==> config.mk <==
export PLATFORM = sky130hd
export DESIGN_NAME = pipeline_hazard_ctrl_flat
export DESIGN_NICKNAME = d
export VERILOG_FILES = /design/src/rtl/pipeline_hazard_ctrl_if.sv /design/src/rtl/pipeline_hazard_ctrl.sv /design/src/flat_wrapper.sv
export SDC_FILE = /design/constraint.sdc
export NUM_CORES = 1
export LEC_CHECK = 0
export CORE_MARGIN = 2
export CORE_UTILIZATION = 44
export DETAILED_ROUTE_END_ITERATION = 12
export PLACE_DENSITY = 0.95
export REMOVE_ABC_BUFFERS = 1
export SKIP_LAST_GASP = 1
export SLEW_MARGIN = 30
export SYNTH_ARGS = -nofsm -noshare
export SYNTH_HDL_FRONTEND = slang
export SYNTH_SLANG_ARGS = --single-unit
==> constraint.sdc <==
create_clock -name clock -period 5.2 [get_ports clock]
set_input_delay 0.52 -clock clock [delete_from_list [all_inputs] [get_ports clock]]
set_output_delay 0.52 -clock clock [all_outputs]
set_load 0.02 [all_outputs]
==> src/rtl/pipeline_hazard_ctrl_if.sv <==
// pipeline_hazard_ctrl_if: decode/execute/memory status in, register-wall control out.
interface pipeline_hazard_ctrl_if;
    logic [4:0] iID_ra_addr;
    logic [4:0] iID_rb_addr;
    logic       iID_use_ra;
    logic       iID_use_rb;
    logic       iID_do_jump;
    logic       iEX_do_dm_read;
    logic       iEX_do_reg_write;
    logic [4:0] iEX_write_reg_addr;
    logic       iEX_do_branch_taken;
    logic       iIM_ready;
    logic       iDM_request;
    logic       iDM_ready;
    logic       enable_regwalls;
    logic       do_hazard_REG1;
    logic       do_hazard_REG2;
    logic       do_flush_REG1;
    logic       do_pc_hold;
    logic       oTIMEOUT;
    logic [1:0] oSTATE;

    modport master (
        output iID_ra_addr, iID_rb_addr, iID_use_ra, iID_use_rb, iID_do_jump,
               iEX_do_dm_read, iEX_do_reg_write, iEX_write_reg_addr, iEX_do_branch_taken,
               iIM_ready, iDM_request, iDM_ready,
        input  enable_regwalls, do_hazard_REG1, do_hazard_REG2, do_flush_REG1,
               do_pc_hold, oTIMEOUT, oSTATE
    );
    modport slave (
        input  iID_ra_addr, iID_rb_addr, iID_use_ra, iID_use_rb, iID_do_jump,
               iEX_do_dm_read, iEX_do_reg_write, iEX_write_reg_addr, iEX_do_branch_taken,
               iIM_ready, iDM_request, iDM_ready,
        output enable_regwalls, do_hazard_REG1, do_hazard_REG2, do_flush_REG1,
               do_pc_hold, oTIMEOUT, oSTATE
    );
endinterface

==> src/rtl/pipeline_hazard_ctrl.sv <==
// pipeline_hazard_ctrl: load-use stall, branch/jump flush and memory-wait freeze for the register wall.
module pipeline_hazard_ctrl #(
    parameter int LOAD_STALL_CYCLES = 1,
    parameter int FLUSH_CYCLES      = 1,
    parameter int WAIT_TIMEOUT      = 255
) (
    input logic clock,
    input logic reset,
    pipeline_hazard_ctrl_if.slave bus
);
    typedef enum logic [1:0] {RUN = 2'b00, STALL = 2'b01, FLUSH = 2'b10} state_t;

    localparam logic [3:0] C_STALL = 4'(LOAD_STALL_CYCLES - 1);
    localparam logic [3:0] C_FLUSH = 4'(FLUSH_CYCLES - 1);

    state_t     r_state;
    logic [3:0] r_cnt;
    logic [7:0] r_wait_cnt;
    logic       r_timeout;
    logic       w_wait, w_en, w_br, w_jump, w_luse;
    logic [8:0] w_wait_inc;

    assign w_wait = !bus.iIM_ready | (bus.iDM_request & !bus.iDM_ready);
    assign w_en   = reset & !w_wait;
    assign w_br   = bus.iEX_do_branch_taken;
    assign w_jump = bus.iID_do_jump;
    assign w_luse = bus.iEX_do_dm_read & bus.iEX_do_reg_write & (bus.iEX_write_reg_addr != 5'd0) &
                    ((bus.iID_use_ra & (bus.iID_ra_addr == bus.iEX_write_reg_addr)) |
                     (bus.iID_use_rb & (bus.iID_rb_addr == bus.iEX_write_reg_addr)));
    assign w_wait_inc = {1'b0, r_wait_cnt} + 9'd1;

    // Outputs are gated by reset so nothing leaks out while the wall is held.
    assign bus.do_flush_REG1   = reset & (w_br | (r_state == FLUSH));
    assign bus.do_hazard_REG1  = reset & !w_br & w_jump & (r_state == RUN);
    assign bus.do_hazard_REG2  = reset & !w_br & ((r_state == STALL) | ((r_state == RUN) & !w_jump & w_luse));
    assign bus.do_pc_hold      = bus.do_hazard_REG2 | !w_en;
    assign bus.enable_regwalls = w_en;
    assign bus.oTIMEOUT        = r_timeout;
    assign bus.oSTATE          = r_state;

    always_ff @(negedge clock or negedge reset) begin
        if (!reset) begin
            r_state    <= RUN;
            r_cnt      <= 4'd0;
            r_wait_cnt <= 8'd0;
            r_timeout  <= 1'b0;
        end else if (w_en) begin
            r_wait_cnt <= 8'd0;
            if (w_br) begin
                r_state <= FLUSH_CYCLES > 1 ? FLUSH : RUN;
                r_cnt   <= C_FLUSH;
            end else if (r_state == RUN) begin
                if (w_luse & !w_jump & (LOAD_STALL_CYCLES > 1)) begin
                    r_state <= STALL;
                    r_cnt   <= C_STALL;
                end
            end else begin
                r_state <= r_cnt == 4'd1 ? RUN : r_state;
                r_cnt   <= r_cnt - 4'd1;
            end
        end else begin
            r_wait_cnt <= r_wait_cnt == 8'hFF ? r_wait_cnt : w_wait_inc[7:0];
            r_timeout  <= r_timeout | (w_wait_inc >= 9'(WAIT_TIMEOUT));
        end
    end
endmodule

==> src/flat_wrapper.sv <==
// flat-port wrapper written by rule: the top's interface ports become plain ports
module pipeline_hazard_ctrl_flat 
#(
    parameter int LOAD_STALL_CYCLES = 1,
    parameter int FLUSH_CYCLES      = 1,
    parameter int WAIT_TIMEOUT      = 255
)
  (clock, reset, bus_iID_ra_addr, bus_iID_rb_addr, bus_iID_use_ra, bus_iID_use_rb, bus_iID_do_jump, bus_iEX_do_dm_read, bus_iEX_do_reg_write, bus_iEX_write_reg_addr, bus_iEX_do_branch_taken, bus_iIM_ready, bus_iDM_request, bus_iDM_ready, bus_enable_regwalls, bus_do_hazard_REG1, bus_do_hazard_REG2, bus_do_flush_REG1, bus_do_pc_hold, bus_oTIMEOUT, bus_oSTATE);
  pipeline_hazard_ctrl_if bus_i ();
  input logic clock;
  input logic reset;
  input wire logic [$bits(bus_i.iID_ra_addr)-1:0] bus_iID_ra_addr;
  input wire logic [$bits(bus_i.iID_rb_addr)-1:0] bus_iID_rb_addr;
  input wire logic [$bits(bus_i.iID_use_ra)-1:0] bus_iID_use_ra;
  input wire logic [$bits(bus_i.iID_use_rb)-1:0] bus_iID_use_rb;
  input wire logic [$bits(bus_i.iID_do_jump)-1:0] bus_iID_do_jump;
  input wire logic [$bits(bus_i.iEX_do_dm_read)-1:0] bus_iEX_do_dm_read;
  input wire logic [$bits(bus_i.iEX_do_reg_write)-1:0] bus_iEX_do_reg_write;
  input wire logic [$bits(bus_i.iEX_write_reg_addr)-1:0] bus_iEX_write_reg_addr;
  input wire logic [$bits(bus_i.iEX_do_branch_taken)-1:0] bus_iEX_do_branch_taken;
  input wire logic [$bits(bus_i.iIM_ready)-1:0] bus_iIM_ready;
  input wire logic [$bits(bus_i.iDM_request)-1:0] bus_iDM_request;
  input wire logic [$bits(bus_i.iDM_ready)-1:0] bus_iDM_ready;
  output wire logic [$bits(bus_i.enable_regwalls)-1:0] bus_enable_regwalls;
  output wire logic [$bits(bus_i.do_hazard_REG1)-1:0] bus_do_hazard_REG1;
  output wire logic [$bits(bus_i.do_hazard_REG2)-1:0] bus_do_hazard_REG2;
  output wire logic [$bits(bus_i.do_flush_REG1)-1:0] bus_do_flush_REG1;
  output wire logic [$bits(bus_i.do_pc_hold)-1:0] bus_do_pc_hold;
  output wire logic [$bits(bus_i.oTIMEOUT)-1:0] bus_oTIMEOUT;
  output wire logic [$bits(bus_i.oSTATE)-1:0] bus_oSTATE;
  assign bus_i.iID_ra_addr = bus_iID_ra_addr;
  assign bus_i.iID_rb_addr = bus_iID_rb_addr;
  assign bus_i.iID_use_ra = bus_iID_use_ra;
  assign bus_i.iID_use_rb = bus_iID_use_rb;
  assign bus_i.iID_do_jump = bus_iID_do_jump;
  assign bus_i.iEX_do_dm_read = bus_iEX_do_dm_read;
  assign bus_i.iEX_do_reg_write = bus_iEX_do_reg_write;
  assign bus_i.iEX_write_reg_addr = bus_iEX_write_reg_addr;
  assign bus_i.iEX_do_branch_taken = bus_iEX_do_branch_taken;
  assign bus_i.iIM_ready = bus_iIM_ready;
  assign bus_i.iDM_request = bus_iDM_request;
  assign bus_i.iDM_ready = bus_iDM_ready;
  assign bus_enable_regwalls = bus_i.enable_regwalls;
  assign bus_do_hazard_REG1 = bus_i.do_hazard_REG1;
  assign bus_do_hazard_REG2 = bus_i.do_hazard_REG2;
  assign bus_do_flush_REG1 = bus_i.do_flush_REG1;
  assign bus_do_pc_hold = bus_i.do_pc_hold;
  assign bus_oTIMEOUT = bus_i.oTIMEOUT;
  assign bus_oSTATE = bus_i.oSTATE;
  pipeline_hazard_ctrl #(.LOAD_STALL_CYCLES(LOAD_STALL_CYCLES), .FLUSH_CYCLES(FLUSH_CYCLES), .WAIT_TIMEOUT(WAIT_TIMEOUT)) u_core (.clock(clock), .reset(reset), .bus(bus_i));
endmodule
==> Word level (Yosys, flattened, before mapping) <==
Index checks and enable logic that the tools add are counted.
{ "op_classes": {"n_reduce_logical": 11, "n_mux": 7, "n_eq_ne": 8, "add_sub_neg": 2, "order_cmp": 1, "bitwise": 20} }
{ "ops": {"columns": ["cell", "count"], "rows": [
  ["2-to-1 mux 8 bit", 2],
  ["bitwise AND 1 bit", 14],
  ["equality test 5 bit", 2],
  ["adder 8 x 1 -> 9 bit (second input constant)", 1],
  ["greater-or-equal comparator 9 x 8 -> 1 bit (second input constant)", 1],
  ["equality test 8 bit (second input constant)", 1],
  ["2-to-1 mux 4 bit", 2],
  ["zero test 1 bit", 6],
  ["2-to-1 mux 2 bit", 3],
  ["bitwise OR 1 bit", 6],
  ["nonzero test 5 bit", 1],
  ["equality test 4 x 1 -> 1 bit (second input constant)", 1],
  ["subtractor 4 x 1 -> 4 bit (second input constant)", 1],
  ["AND reduction 3 bit", 1],
  ["equality test 2 x 1 -> 1 bit (second input constant)", 1],
  ["equality test 2 bit (second input constant)", 1],
  ["zero test 2 bit", 1],
  ["!= test 2 x 1 -> 1 bit (second input constant)", 1],
  ["!= test 2 bit (second input constant)", 1],
  ["AND reduction 2 bit", 1],
  ["nonzero test 2 bit", 1]
]} }
{ "totals": {"regBits": 15, "in_bits": 26} }

==> Longest topological paths before layout <==
Gate-level depths: netlist of the first run.
{ "logic_depth": {"word_depth": 8, "depth_mapped": 6, "ltp_nobuf": 6} }

==> summary.txt, run 1 <==
Placed design
  – Dpl hpwl: 1.59 mm
  – Number of port buffers: 31
  – GP Congestion: 0.807
  – Pre-CTS setup slack: a little over 0.5 ns

GRT
  – Vias in the first global route: 695
  – Global route overflow: 0
  – Antenna violations before repair: 0
  – Global-route usage over all layers: 20.0%
  – First-pass GRT wire length: 2.97 mm
  – Largest net degree at the start of global routing: 13

Layout
  – FILL cells: roughly 130
  – Area delta synth->final: 45.1%
  – Nets@finish: about 150
  – Fraction of layout cells with a size suffix above 1: about a tenth
  – Number of antenna diodes: 0

Floorplan
  – Core area: 0.00169 mm²
  – Io pins: 34
  – Row count: 15
  – Die area: 0.00210 mm²
  – Starting Density: a little under half
  – Die height: between 40 and 50 µm
  – Die width: between 40 and 50 µm

Clocking
  – CTS Buf Count: 3
  – CTS tree: done
  – Post-CTS Setup Bufs: 0
  – Reg clk slew, reported paths: 0.05 ns
  – Root buffer cell: clkbuf_4
  – Hold Buf Count CTS: 0
  – Max clock buf depth: 2
  – Cells resized by post-CTS repair: 0
  – Max H-tree Level: 1
  – Worst-Skew Late Latency: 0.28 ns
  – CTS sink count: 9

Timing
  – Fin. Hold Viols: 0
  – Max-slew violation count: 0
  – Setup_tns: 0 ns
  – RSZ-0062 raised after global routing: no
  – Worst Skew: 0.00275 ns
  – Worst slew pin tran: 0.523 ns
  – Max_slew headroom: between 60% and 70%
  – Setup slack after layout: 0.796 ns
  – Final setup viols: 0

Critical path
  – Crit path buf inv count: 1
  – Setup crit end kind: primary output
  – Setup slack, reg-to-reg: 3.31 ns
  – Crit Path Max Fanout: 2
  – CP max-delay cell: clkdlybuf4s50_1
  – Reg-to-reg endpoint: u_core.bus.oTIMEOUT$_DFFE_NN0N_
  – Critical R2R Launch: u_core.r_wait_cnt[0]$_DFFE_NN0P_
  – WP depth: 1
  – Slowest stage delay, CP: around 0.60 ns
  – Crit Path Category: reg2out
  – Required time at the worst-slack endpoint: roughly 4.7 ns
  – CP Cell Sequence: clkdlybuf4s50_1
  – CP startpoint kind: flip-flop
  – Largest delay contributor family on the critical path: buffers and inverters
  – Worst r2r path cells: 5
  – WP data arrival: around 3.9 ns

Route
  – Drt wl/cell: 13.9 µm
  – DRC viols: 0
  – Via density: between 5 and 6
  – Drt total wl: between 1.5 and 2 mm
  – Antenna Nets Post-Route: 0
  – DRT iter0 DRCs: 19
  – Pre-antenna DRT Iters: 4
  – Routed via count: about 770

Synthesis
  – Mapped Avg Cell Area: about 8.6 µm²
  – Leading area contributor after synthesis: dfrtn_1
  – EDFF count, synth: 0
  – Register area share after synthesis: 29.3%
  – Cell Area, Synth: slightly below 800 µm²
  – Post-Syn Instances: 89
  – Asr flop ratio synth: 100%
  – Ys flop type: dfrtn_1
  – Syn. warnings: 0
  – Area share of the largest cell type after synthesis: 29.3%
  – #FFs+latches synth: 9
  – Area contributors post-synth: dfrtn_1 (29%), xor2_1 (10%), a21oi_1 (3.9%)
  – Library cells used by synthesis: 36
  – Synth top cells by count: dfrtn_1 (9), xor2_1 (9), nor2_1 (8), a21oi_1 (6), nand3_1 (5)

Power and ir drop
  – Power, Total: 0.000268 W
  – PwrDens: 240 mW/mm²
  – Maximum vdd ir drop: about 0.19 mV
  – LEAKAGE: 0.444 nW

Flow run
  – Max_cap viols: 0

Min path
  – Hold Crit Class: reg2reg
  – Hold path start: u_core.bus.oTIMEOUT$_DFFE_NN0N_
  – Worst hold stages: 1
  – WHS Endpoint: u_core.bus.oTIMEOUT$_DFFE_NN0N_

Status
  – Status: completed
-- state kept, by name (all words and copies together), names as in the netlist --
register / flops
u_core.bus.oTIMEOUT: 1
u_core.r_wait_cnt: 8
-- metal layers --
layer | up-vias | track usage, % | part of all wire, %
met1 | 370 | 24.0 | 40
met4 | 0 | 5.14 | 0
met3 | 0 | 5.16 | 3.0
met5 | - | 0 | 0
li1 | 385 | - | -
met2 | 17 | 35.5 | 57
-- kinds of logic (layout without fill, tap and decap cells) --
kind of cell | Yosys count | count (layout) | share of synthesized area, %
simple gates | 39 | 39 | 31.8
compound gates | 19 | 19 | 14.5
xor+xnor | 13 | 13 | 15.8
flops | 9 | 9 | 29.3
buf+inv | 6 | 39 | 4.89
fa+ha+maj | 2 | 2 | 3.26
other cells | 1 | 2 | 0.488
-- how the worst max path moves through the flow --
stage	startpoint	endpoint	slack (ns)
3_3_place_gp	reset	u_core.bus.oTIMEOUT$_DFFE_NN0N_	0.56
2_1_floorplan	bus_iIM_ready	u_core.bus.oTIMEOUT$_DFFE_NN0N_	0.67
3_5_place_dp	reset	u_core.bus.oTIMEOUT$_DFFE_NN0N_	0.52
5_1_grt	u_core.bus.oTIMEOUT$_DFFE_NN0N_	bus_oTIMEOUT	0.75
6_report	u_core.bus.oTIMEOUT$_DFFE_NN0N_	bus_oTIMEOUT	0.80
4_1_cts	u_core.bus.oTIMEOUT$_DFFE_NN0N_	bus_oTIMEOUT	0.79
-- report_power, final --
group          leakage, nW  internal, W  switching [W]
sequential           0.116    0.0000853      0.0000264
clock               0.0150    0.0000298      0.0000280
combinational        0.313    0.0000529      0.0000457
-- cell usage in the layout (no fill, tap or decap), types with 3 or more instances in the layout --
master and n:
nand2_1 3, a31oi_1 4, clkbuf_4 3, o21ai_1 3, nand3_1 5, a21oi_1 6
nand2b_1 4, clkdlybuf4s50_1 31, xor2_1 9, xnor2_1 3, nor2_1 8, dfrtn_1 9
-- area by class of cell --
type | count | area [µm²] | area share [%]
Sequential cell | 9 | 225 | 20.2
Tap cell | 17 | 21.3 | 1.91
Timing Repair Buffer | 33 | 325 | 29.2
Multi-Input combinational cell | 75 | 509 | 45.7
Clock buffer | 4 | 26.3 | 2.36
Inverter | 2 | 7.51 | 0.673
-- metrics by stage --
stage | util [%] | hold slack, ns | area (µm²) | instances
2_1_floorplan | - | 0.499 | 742 | 86
3_3_place_gp | 64.4 | 0.433 | 1090 | 136
3_5_place_dp | 64.4 | 0.432 | 1090 | 136
4_1_cts | 66.0 | 0.432 | 1110 | 140
5_1_grt | 66.0 | 0.462 | 1110 | 140
6_report | 66.0 | 0.430 | 1110 | 140
(Power assumes the default switching activity.)
==> run 2, diff against run 1 <==
- CORE_UTILIZATION: 44 -> 41
- PLACE_DENSITY: 0.95 -> 0.9
- clock period: 5.2 -> 4.5 ns (I/O delays scaled with it)
==> run 2 against run 1 <==
Compared with the run above: sequential power is 15% higher; critical endpoint unchanged; critical path type unchanged; power rose by 15%; largest cell class unchanged; highest routed layer is now met4; largest power group unchanged; combinational power up 16%.
==> summary.txt, run 2 (synthesis gave the netlist of run 1 again) <==
Status
  – Status: completed (unchanged)

Clocking
  – Post-CTS Setup Bufs: 0 (unchanged)
  – CTS sink count: 9 (unchanged)
  – Max clock buf depth: 2 (unchanged)
  – Hold Buf Count CTS: 0 (unchanged)
  – Max H-tree Level: 1 (unchanged)
  – Worst-Skew Late Latency: 0.28 ns (about the same)
  – CTS tree: done (unchanged)
  – Reg clk slew, reported paths: 0.05 ns (about the same)
  – Root buffer cell: clkbuf_4 (unchanged)
  – CTS Buf Count: 3 (unchanged)
  – Cells resized by post-CTS repair: 0 (unchanged)

Timing
  – Setup slack after layout: 0.493 ns (was 0.796 ns)
  – RSZ-0062 raised after global routing: no (unchanged)
  – Fin. Hold Viols: 0 (unchanged)
  – Worst Skew: 0.00260 ns (was 0.00275 ns)
  – Worst hold slack: 0.463 ns (was 0.430 ns)
  – Final setup viols: 0 (unchanged)
  – Setup_tns: 0 ns (unchanged)
  – Max-slew violation count: 0 (unchanged)

GRT
  – Antenna violations before repair: 0 (unchanged)
  – Largest net degree at the start of global routing: 13 (unchanged)
  – Busiest grt layer: met2 (unchanged)
  – M1 GR Usage: 28.1% (was 24.0%)
  – Global route overflow: 0 (unchanged)
  – M3 GR Usage: 5.38% (was 5.16%)
  – First-pass GRT wire length: 3.33 mm (was 2.97 mm)
  – M2 GR Usage: 33.5% (was 35.5%)
  – Vias in the first global route: 748 (was 695)
  – Global-route usage over all layers: 21.5% (was 20.0%)

Layout
  – Biggest register: u_core.r_wait_cnt (unchanged)
  – Nets@finish: 152 (unchanged)
  – Area delta synth->final: 46.4% (was 45.1%)
  – Register Area: 225 µm² (unchanged)
  – Commonest non-fill, non-tap cell in the layout: clkdlybuf4s50_1 (unchanged)
  – Final Cell Area: 0.00112 mm² (was 0.00111 mm²)
  – Number of antenna diodes: 0 (unchanged)
  – Multi-input logic area: 509 µm² (unchanged)
  – Max reg flops: 8 (unchanged)
  – Leading cell types in the layout, fill and taps excluded: clkdlybuf4s50_1 (31), xor2_1 (9), dfrtn_1 (9) (unchanged)
  – FILL cells: 153 (was 132)
  – Fraction of layout cells with a size suffix above 1: 9.76% (unchanged)

Critical path
  – CP Cell Sequence: clkdlybuf4s50_1 (unchanged)
  – CP max-delay cell: clkdlybuf4s50_1 (unchanged)
  – Setup slack, reg-to-reg: 2.59 ns (was 3.31 ns)
  – Crit Path Max Fanout: 2 (unchanged)
  – Crit path buf inv count: 1 (unchanged)
  – Slowest stage delay, CP: 0.61 ns (was 0.60 ns)
  – WP data arrival: 3.56 ns (was 3.88 ns)
  – Setup crit end kind: primary output (unchanged)
  – Crit Path Category: reg2out (unchanged)
  – Required time at the worst-slack endpoint: 4.05 ns (was 4.68 ns)
  – CP startpoint kind: flip-flop (unchanged)
  – Largest delay contributor family on the critical path: buffers and inverters (unchanged)

Floorplan
  – Die area: 0.00224 mm² (was 0.00210 mm²)
  – Starting Density: 44.0% (was 45.5%)
  – Die width: 47.3 µm (was 45.8 µm)
  – Die height: 47.3 µm (was 45.8 µm)
  – Row count: 15 (unchanged)
  – Io pins: 34 (unchanged)
  – Core area: 0.00175 mm² (was 0.00169 mm²)

Route
  – DRT iter0 DRCs: 22 (was 19)
  – DRC viols: 0 (unchanged)
  – Drt total wl: 2.10 mm (was 1.95 mm)
  – Drt wl/cell: 14.2 µm (was 13.9 µm)
  – Routed via count: 795 (was 772)
  – Pre-antenna DRT Iters: 4 (unchanged)
  – Via density: 5.37 (was 5.51)
  – Antenna Nets Post-Route: 0 (unchanged)

Placed design
  – Dpl hpwl: 1.68 mm (was 1.59 mm)
  – Pre-CTS setup slack: 0.374 ns (was 0.518 ns)
  – GP Congestion: 0.803 (was 0.807)
  – Placed cell area: 0.00110 mm² (was 0.00109 mm²)
  – Number of port buffers: 31 (unchanged)

Power and ir drop
  – Maximum vdd ir drop: 0.270 mV (was 0.191 mV)
  – PwrDens: 275 mW/mm² (was 240 mW/mm²)
  – LEAKAGE: 0.444 nW (unchanged)

Min path
  – Hold Crit Class: reg2reg (unchanged)

Flow run
  – Max_cap viols: 0 (unchanged)
run 2: cell counts in the layout (fill, tap and decap cells not counted):
No cell type changed its count.
run 2: path summary, 6_finish.rpt:
check | start | to | cells after the start
hold / removal | u_core.bus.oTIMEOUT$_DFFE_NN0N_ | u_core.bus.oTIMEOUT$_DFFE_NN0N_ | 1
setup / recovery | u_core.bus.oTIMEOUT$_DFFE_NN0N_ | bus_oTIMEOUT | 1
max in group asynchronous | reset | u_core.r_wait_cnt[1]$_DFFE_NN0P_ | 2
hold reg to reg | u_core.bus.oTIMEOUT$_DFFE_NN0N_ | u_core.bus.oTIMEOUT$_DFFE_NN0N_ | 1
setup reg to reg | u_core.r_wait_cnt[0]$_DFFE_NN0P_ | u_core.bus.oTIMEOUT$_DFFE_NN0N_ | 5
min in group asynchronous | reset | u_core.bus.oTIMEOUT$_DFFE_NN0N_ | 2
run 2: stage by stage:
| step | utilization [%] | cells | total power (W) |
|---|---|---|---|
| after floorplan | - | 86 | 0.000192 |
| after global placement | 62.9 | 144 | 0.000238 |
| after detailed placement | 62.9 | 144 | 0.000244 |
| after CTS | 64.4 | 148 | 0.000309 |
| after global routing | 64.4 | 148 | 0.000331 |
| final | 64.4 | 148 | 0.000309 |
run 2: power breakdown:
group	internal, W	leakage, nW	switching, W
Sequential	0.0000985	0.116	0.0000308
Combinational	0.0000609	0.313	0.0000531
Clock	0.0000344	0.0150	0.0000314
Total	0.000194	0.444	0.000115
run 2: final cells by class:
type                       count  area share [%]
clock buffer                   4            2.34
sequential                     9            20.0
inverter                       2           0.667
tap                           25            2.78
multi-input combinational     75            45.3
timing repair buffer          33            28.9
run 2: routing by layer:
metal,wire length [µm],vias to the layer above
met5,0,-
li1,-,386
met3,117,8
met2,1050,36
met1,870,365
met4,55,0
==> run 3, diff against run 2 <==
- ABC_CLOCK_PERIOD_IN_PS: unset -> 4500
- SETUP_SLACK_MARGIN: unset -> 0.5
==> run 3 against run 2 <==
Compared with the run above: first-iteration DRC count unchanged; register-to-register slack about the same; sequential power about the same; power down 0.16%; wire length unchanged; setup slack better by 0.18 ns; die area unchanged; critical path type is now in2reg.
==> summary.txt, run 3 (synthesis gave the netlist of run 1 again) <==
Layout
  – Area delta synth->final: 46.3% (was 46.4%)
  – Number of antenna diodes: 0 (unchanged)
  – Commonest non-fill, non-tap cell in the layout: clkdlybuf4s50_1 (unchanged)
  – Biggest register: u_core.r_wait_cnt (unchanged)
  – Max reg flops: 8 (unchanged)
  – Fraction of layout cells with a size suffix above 1: 9.76% (unchanged)
  – Leading cell types in the layout, fill and taps excluded: clkdlybuf4s50_1 (30), xor2_1 (9), dfrtn_1 (9) (was clkdlybuf4s50_1 (31), xor2_1 (9), dfrtn_1 (9))
  – Post-Layout Cell Count: 148 (unchanged)
  – Nets@finish: 152 (unchanged)

Clocking
  – CTS sink count: 9 (unchanged)
  – Max clock buf depth: 2 (unchanged)
  – Reg clk slew, reported paths: 0.05 ns (about the same)
  – CTS tree: done (unchanged)
  – Max H-tree Level: 1 (unchanged)
  – Worst-Skew Late Latency: 0.28 ns (about the same)
  – Root buffer cell: clkbuf_4 (unchanged)
  – CTS Buf Count: 3 (unchanged)

Timing
  – Worst Skew: 0.00260 ns (unchanged)
  – Max-slew violation count: 0 (unchanged)
  – Fin. Hold Viols: 0 (unchanged)
  – Final setup viols: 0 (unchanged)
  – RSZ-0062 raised after global routing: no (unchanged)
  – Setup_tns: 0 ns (unchanged)

GRT
  – Busiest grt layer: met2 (unchanged)
  – Global-route usage over all layers: 21.6% (was 21.5%)
  – Antenna violations before repair: 0 (unchanged)
  – M1 GR Usage: 28.1% (unchanged)
  – M2 GR Usage: 33.8% (was 33.5%)
  – Largest net degree at the start of global routing: 13 (unchanged)
  – Global route overflow: 0 (unchanged)
  – First-pass GRT wire length: 3.34 mm (was 3.33 mm)
  – M3 GR Usage: 5.38% (unchanged)
  – Vias in the first global route: 748 (unchanged)

Critical path
  – Required time at the worst-slack endpoint: 2.37 ns (was 4.05 ns)
  – Setup crit end: u_core.bus.oTIMEOUT$_DFFE_NN0N_ (was bus_oTIMEOUT)
  – Crit Path Category: in2reg (was reg2out)
  – Worst r2r path cells: 5 (unchanged)
  – Reg-to-reg endpoint: u_core.bus.oTIMEOUT$_DFFE_NN0N_ (unchanged)
  – WP data arrival: 1.69 ns (was 3.56 ns)
  – Setup crit start: reset (was u_core.bus.oTIMEOUT$_DFFE_NN0N_)
  – CP startpoint kind: input pin (was flip-flop)
  – Crit Path Max Fanout: 12 (was 2)
  – Critical R2R Launch: u_core.r_wait_cnt[0]$_DFFE_NN0P_ (unchanged)
  – Setup slack, reg-to-reg: 2.59 ns (about the same)
  – Setup crit end kind: flip-flop (was primary output)

Route
  – Via density: 5.37 (unchanged)
  – Drt total wl: 2.10 mm (unchanged)
  – DRC viols: 0 (unchanged)
  – Routed via count: 795 (unchanged)
  – Antenna Nets Post-Route: 0 (unchanged)
  – DRT iter0 DRCs: 22 (unchanged)
  – Pre-antenna DRT Iters: 4 (unchanged)
  – Drt wl/cell: 14.2 µm (unchanged)

Floorplan
  – Die area: 0.00224 mm² (unchanged)
  – Die width: 47.3 µm (unchanged)
  – Starting Density: 44.0% (unchanged)
  – Row count: 15 (unchanged)
  – Die height: 47.3 µm (unchanged)
  – Io pins: 34 (unchanged)
  – Core area: 0.00175 mm² (unchanged)

Power and ir drop
  – Sw Ratio: 37.3% (about the same)
  – Maximum vdd ir drop: 0.270 mV (about the same)
  – PwrDens: 275 mW/mm² (about the same)
  – Comb pwr share: 36.8% (was 36.9%)
  – LEAKAGE: 0.443 nW (was 0.444 nW)
  – Sequential Power Share: 41.9% (was 41.8%)
  – Sw Pwr: 0.000115 W (about the same)
  – Clock share of power: 21.3% (about the same)
  – Internal: 0.000193 W (was 0.000194 W)

Min path
  – Hold Crit Class: reg2reg (unchanged)

Placed design
  – Dpl cells: 144 (unchanged)
  – Dpl hpwl: 1.68 mm (unchanged)
  – Number of port buffers: 31 (unchanged)
  – GP Congestion: 0.803 (unchanged)

Flow run
  – Max_cap viols: 0 (unchanged)

Status
  – Status: completed (unchanged)
==> run 3: cell types whose count changed in the layout (fill, tap and decap cells not counted) <==
cell / before / now
clkdlybuf4s50_1: 31 / 30
dlygate4sd2_1: 0 / 1
==> run 3: cell type report <==
| type | count | area (µm²) |
|---|---|---|
| tap | 25 | 31.3 |
| clock buffer | 4 | 26.3 |
| fill | 154 | 622 |
| sequential | 9 | 225 |
| multi-input combinational | 75 | 509 |
| timing repair buffer | 33 | 324 |
| inverter | 2 | 7.51 |
==> run 3: how the worst min path moves through the flow <==
stage / end / slack [ns] / cells past startpoint / start
after global placement: u_core.bus.oTIMEOUT$_DFFE_NN0N_ / 0.43 / 1 / u_core.bus.oTIMEOUT$_DFFE_NN0N_
after CTS: u_core.bus.oTIMEOUT$_DFFE_NN0N_ / 0.45 / 1 / u_core.bus.oTIMEOUT$_DFFE_NN0N_
after detailed placement: u_core.bus.oTIMEOUT$_DFFE_NN0N_ / 0.45 / 1 / u_core.bus.oTIMEOUT$_DFFE_NN0N_
after floorplan: u_core.r_wait_cnt[4]$_DFFE_NN0P_ / 0.50 / 1 / u_core.r_wait_cnt[4]$_DFFE_NN0P_
after global routing: u_core.bus.oTIMEOUT$_DFFE_NN0N_ / 0.48 / 1 / u_core.bus.oTIMEOUT$_DFFE_NN0N_
final: u_core.bus.oTIMEOUT$_DFFE_NN0N_ / 0.46 / 1 / u_core.bus.oTIMEOUT$_DFFE_NN0N_
==> run 3: what timing repair did <==
action,in CTS,in global routing
buffers inserted,0,0
endpoints found under the setup margin,1,0
hold buffers,0,0
resized for setup,1,0
==> run 3: metrics by stage <==
| stage | util [%] | total power (W) | worst slack (ns) | hold WS, ns | cell area, µm² |
|---|---|---|---|---|---|
| floorplan | - | 0.000192 | 0.388 | 0.499 | 742 |
| global placement | 62.9 | 0.000238 | 0.412 | 0.430 | 1100 |
| detailed placement | 62.9 | 0.000244 | 0.374 | 0.447 | 1100 |
| CTS | 64.4 | 0.000309 | 0.674 | 0.446 | 1120 |
| global route | 64.4 | 0.000330 | 0.606 | 0.477 | 1120 |
| finish | 64.4 | 0.000309 | 0.677 | 0.459 | 1120 |
==> run 3: power by group through the flow <==
stage	combinational (W)	clock (W)	sequential, W
detailed placement	0.000115	0	0.000130
floorplan	0.0000688	0	0.000123
global placement	0.000110	0	0.000128
global route	0.000126	0.0000716	0.000133
finish	0.000114	0.0000658	0.000129
CTS	0.000114	0.0000668	0.000128
==> run 3: metal layers <==
| layer | vias to the layer above | wire, µm |
|---|---|---|
| li1 | 386 | - |
| met1 | 365 | 870 |
| met2 | 36 | 1050 |
| met3 | 8 | 117 |
| met4 | 0 | 55 |
| met5 | - | 0 |
==> run 3: critical path: stages <==
cell and delay, ns:
clkdlybuf4s50_1 0.50, nand2_1 0.06, a21oi_1 0.11, buf_4 0.20
nor2_1 0.06, a311o_1 0.32
